File: config.mk
export PLATFORM = sky130hd
export DESIGN_NAME = qr_text_ctrl
export DESIGN_NICKNAME = d
export VERILOG_FILES = /design/src/rtl/qr_text_ctrl.sv
export SDC_FILE = /design/constraint.sdc
export NUM_CORES = 1
export LEC_CHECK = 0
export BUFFER_PORTS_ARGS = -buffer_cell sky130_fd_sc_hd__buf_2
export CAP_MARGIN = 20
export CORE_ASPECT_RATIO = 1.2
export CORE_MARGIN = 2
export CORE_UTILIZATION = 50
export DETAILED_ROUTE_END_ITERATION = 8
export GPL_TIMING_DRIVEN = 0
export PLACE_DENSITY = 0.88
export RECOVER_POWER = 100
export SYNTH_ARGS = -nofsm -noshare
export SYNTH_HDL_FRONTEND = slang
export SYNTH_SLANG_ARGS = --single-unit
File: constraint.sdc
create_clock -name clk -period 11.8 [get_ports clk]
set_clock_uncertainty 0.15 [all_clocks]
set_input_delay 2.36 -clock clk [delete_from_list [all_inputs] [get_ports clk]]
set_output_delay 2.36 -clock clk [all_outputs]
set_load 0.02 [all_outputs]
File: src/rtl/qr_text_ctrl.sv
// QR byte-mode text extractor: checks the header, then streams JIS8 characters under valid/ready.
// First character appears two cycles after start; the character is held while out_ready is low.
module qr_text_ctrl (
  input  logic         clk,
  input  logic         rst,
  input  logic         start,
  input  logic [351:0] codeword,
  input  logic         abort,
  input  logic         out_ready,
  output logic         out_valid,
  output logic [7:0]   out_data,
  output logic         out_last,
  output logic         busy,
  output logic         done,
  output logic         err,
  output logic [1:0]   err_code
);

  typedef enum logic [2:0] {IDLE, HEADER, STREAM, FINISH, ERROR} state_t;

  state_t         state, state_nxt;
  logic [351:0]   cw_q;
  logic [5:0]     idx;
  logic [5:0]     idx_nxt;
  logic [3:0]     mode;
  logic [7:0]     len;
  logic           hs;
  logic           abort_hit;

  assign mode      = cw_q[7:4];
  assign len       = {cw_q[3:0], cw_q[15:12]};
  assign hs        = out_valid & out_ready;
  assign abort_hit = abort && (state != IDLE);
  assign idx_nxt   = idx + 6'd1;

  assign busy = (state != IDLE);
  assign done = (state == FINISH);
  assign err  = (state == ERROR);

  // Characters straddle byte boundaries: low nibble of byte n+1, high nibble of byte n+2.
  function automatic logic [7:0] char_at(input logic [351:0] cw, input logic [5:0] n);
    logic [9:0] base;
    base    = {1'b0, n, 3'b000} + 10'd8;
    char_at = {cw[base +: 4], cw[base + 10'd12 +: 4]};
  endfunction

  always_ff @(posedge clk or posedge rst) begin
    if (rst) state <= IDLE;
    else     state <= state_nxt;
  end

  always_comb begin
    state_nxt = state;
    if (abort_hit) begin
      state_nxt = IDLE;
    end else begin
      case (state)
        IDLE:   if (start && !abort) state_nxt = HEADER;
        HEADER: begin
          if (mode != 4'b0100)  state_nxt = ERROR;
          else if (len > 8'd42) state_nxt = ERROR;
          else if (len == 8'd0) state_nxt = FINISH;
          else                  state_nxt = STREAM;
        end
        STREAM: if (hs && out_last) state_nxt = FINISH;
        FINISH: state_nxt = IDLE;
        ERROR:  state_nxt = IDLE;
        default: state_nxt = IDLE;
      endcase
    end
  end

  always_ff @(posedge clk or posedge rst) begin
    if (rst) begin
      cw_q      <= '0;
      idx       <= '0;
      out_valid <= 1'b0;
      out_data  <= 8'h00;
      out_last  <= 1'b0;
      err_code  <= 2'b00;
    end else begin
      if (state == IDLE && start && !abort) begin
        cw_q     <= codeword;
        err_code <= 2'b00;
      end
      if (abort_hit) begin
        out_valid <= 1'b0;
        out_last  <= 1'b0;
        idx       <= '0;
      end else begin
        case (state)
          HEADER: begin
            if (mode != 4'b0100) begin
              err_code <= 2'b01;
            end else if (len > 8'd42) begin
              err_code <= 2'b10;
            end else if (len != 8'd0) begin
              idx       <= '0;
              out_valid <= 1'b1;
              out_data  <= char_at(cw_q, 6'd0);
              out_last  <= (len == 8'd1);
            end
          end
          STREAM: begin
            if (hs) begin
              if (out_last) begin
                out_valid <= 1'b0;
                out_last  <= 1'b0;
              end else begin
                idx      <= idx_nxt;
                out_data <= char_at(cw_q, idx_nxt);
                out_last <= ({2'b00, idx_nxt} == (len - 8'd1));
              end
            end
          end
          default: ;
        endcase
      end
    end
  end

endmodule

==> summary.txt <==
Logic synthesis
  • Area leader, netlist: dfrtp_1
  • Mean post-synth cell area: 14.70 sq um
  • YS warnings: 0
  • Most frequent cells after synthesis: dfrtp_1 (373), mux2_2 (358), mux4_2 (85), clkbuf_1 (49), nand2_1 (49)
  • Number of synthesized register bits: approximately 370
  • Post-synthesis cell count: approximately 1200
  • Count leader, synth: dfrtp_1
  • Number of synthesized flops with an enable pin: 0
  • Synth area leaders: dfrtp_1 (53%), mux2_2 (23%), mux4_2 (11%)
  • Seq/Total Area, Yosys: between 50% and 60%
  • Ys flop type: dfrtp_1
  • Synth cell types: 50
  • FFs w/ async S/R, synth: between 90% and 100%
  • Cell area after synthesis: roughly 17000 sq um
  • Mapped Nets: 1553
  • Top cell type's share of synthesized area: 53.36%

Floorplan
  • Initial Utilization: between 50% and 60%
  • Top-Level Pins: ~370
  • Core Footprint: about 35000 sq um
  • Rows: 75
  • Area of the die: between 30000 and 40000 sq um
  • Die X: between 150 and 200 um
  • Die height: 208.9 um

Placed design
  • Dpl hpwl: 40880 um
  • Dpl cell area: around 20000 sq um
  • Placer Congestion: roughly 0.9
  • # port buffers: between 300 and 400

Global route
  • Vias in the first global route: between 10000 and 15000
  • First-pass GRT wire length: 79780 um
  • Initial antenna violation count: 36
  • GRT Resource Usage Total: between 20% and 30%
  • Total congestion overflow: 0
  • Largest net degree at the start of global routing: 45

STA
  • Period utilization: 55.49%
  • Worst hold margin: 0.3510 ns
  • Min cycle time layout: approximately 6.5 ns
  • Relative slew slack: -56.83%
  • Actual slew at the worst max-slew pin: 2.352 ns
  • Max-slew violations: approximately 280
  • Final setup fails: 0
  • Final Hold Viols: 0
  • RSZ-0062 raised after global routing: no
  • Final TNS setup: 0 ns
  • Max Fclk: about 0.15 GHz

Clock network
  • Clock buffer depth: 3
  • Root buffer cell: clkbuf_16
  • Postcts setup bufs: 0
  • Post-CTS Hold Buffers: 0
  • Clock latency on the worst-skew pair: ~0.53 ns
  • H-tree depth: 2
  • Clock Sinks: between 300 and 400
  • CTS Buf Count: 39
  • CTS tree: done
  • CTS resizes: 0
  • Clock-pin slew of the registers on the worst-case setup and hold paths: around 0.06 ns

Critical path
  • CP delay by family, top: buffers and inverters
  • Crit Path Category: in -> async
  • Startpoint types: input pin
  • Buf/Inv on CP: 4
  • CP peak stage delay: roughly 1.7 ns
  • Worst Path Required: roughly 12 ns
  • CP endpoint kind: async pin
  • Slowest CP cell: clkbuf_1
  • Worst-path maximum fanout: 44
  • CP cell instances: clkbuf_1, clkinvlp_2, clkbuf_1, clkbuf_1
  • WP data arrival: between 6 and 7 ns
  • Most common cell on crit path: clkbuf_1

Detailed routing
  • Wire per inst: 25.19 um
  • DRT iter0 DRCs: approximately 950
  • Vias per cell: roughly 5.9
  • WL final: around 54000 um
  • Via count: about 13000
  • DRT Pass-1 Iters: 6
  • Final ANT Viol Nets: 0
  • DRC viols: 0

Cells and area
  • Finished Core Util: between 60% and 70%
  • Register area: ~9300 sq um
  • Multi-input gate area: a little under 8000 sq um
  • Final instance area: around 21000 sq um
  • P&R area growth vs syn: 22.22%
  • Nets: 1974
  • Fillers: ~2600
  • Share of cells above drive strength 1: between 50% and 60%

Run status
  • Status: complete, but fails checks
  • Failing checks: capacitance limit, slew limit

Power
  • Worst IR drop on VDD: around 160 uV
  • Logic pwr share: between 20% and 30%
  • PwrDens: 184.8 nW/um^2
  • Sw Ratio: 27.39%
  • Pint: around 0.0029 W
  • Lkg Pwr: around 9.4 nW
  • Seq pwr share: between 40 and 50%
  • Clock group share of total power: around a third
  • Net Switching: roughly 0.0011 W

Min path
  • HP Class: reg -> reg

Flow run
  • Max cap viols: 7
## cell type report
cell class	count	area share (%)
clock inverter	19	1.001
timing repair buffer	380	8.896
buffer	78	1.650
tap	462	2.704
sequential	373	43.66
multi-input combinational	734	36.37
antenna	32	0.3746
clock buffer	51	5.255
inverter	5	0.09364
## logic make-up after synthesis
logic type	count (synthesis)	synth area share [%]
buf+inv	83	2.146
compound gates	105	3.956
simple gates	140	3.848
mux	462	35.08
fa+ha+maj	6	0.4292
flops	373	53.36
xor+xnor	21	1.180
## cell usage in the layout, fill, tap and decap left out, types with 3 or more instances in the layout
cell type and n:
xor2_1 5, a211oi_1 11, nor3_1 6, clkinv_2 9
a221oi_1 5, mux2_1 4, dfrtp_1 373, ha_1 6
o21a_1 4, o22ai_1 3, a311oi_1 3, mux2i_1 19
xnor2_1 14, nand2b_1 7, a22oi_1 9, mux2_2 354
inv_1 4, a31oi_1 9, o31ai_1 3, and2_1 9
nor2b_1 3, buf_4 7, buf_2 369, clkbuf_16 41
mux4_2 85, clkbuf_8 6, clkbuf_1 80, a21oi_1 23
clkinvlp_4 3, bufinv_16 4, nor4_1 5, nand3_1 17
nand2_1 49, and3_1 8, nor2_1 27, diode_2 32
o21ai_0 22
## flip-flops by register name, summed over array words and instances (netlist names)
name and flops:
cw_q 352, err_code 2, idx 6, out_data 8
out_last 1, out_valid 1, state 3
## per-layer routing
metal | wire (um) | global-route usage, %
met1 | 19660 | 34.37
met2 | 27020 | 48.60
met3 | 3858 | 6.932
met4 | 3150 | 17.76
met5 | 58 | 0
## worst paths after layout
| check | startpoint | to | slack [ns] | cells past startpoint |
|---|---|---|---|---|
| hold / removal | cw_q[200]$_DFFE_PP0P_ | cw_q[200]$_DFFE_PP0P_ | 0.35 | 1 |
| hold reg to reg | cw_q[200]$_DFFE_PP0P_ | cw_q[200]$_DFFE_PP0P_ | 0.35 | 1 |
| min in group asynchronous | rst | cw_q[172]$_DFFE_PP0P_ | 1.83 | 2 |
| setup reg to reg | idx[1]$_DFFE_PP0P_ | out_data[1]$_DFFE_PP0P_ | 5.60 | 14 |
| max in group clk | idx[1]$_DFFE_PP0P_ | out_data[1]$_DFFE_PP0P_ | 5.60 | 14 |
| setup / recovery | rst | cw_q[6]$_DFFE_PP0P_ | 5.25 | 4 |
## through the flow
step           worst slack, ns  power [W]  cells
6_report                 5.252   0.003950   2134
5_1_grt                  4.313   0.004101   2133
4_1_cts                  6.712   0.003959   2102
3_5_place_dp             6.774   0.002670   2032
3_3_place_gp             2.414   0.002596   2023
2_1_floorplan            4.282   0.002360   1190
## power by group through the flow
stage | logic, W | registers, W | clock network [W]
after CTS | 0.000839 | 0.00182 | 0.00130
after global placement | 0.000784 | 0.00181 | 0
final | 0.000829 | 0.00183 | 0.00129
after global routing | 0.000884 | 0.00186 | 0.00135
after floorplan | 0.000586 | 0.00177 | 0
after detailed placement | 0.000831 | 0.00184 | 0
(Power assumes the default switching activity.)
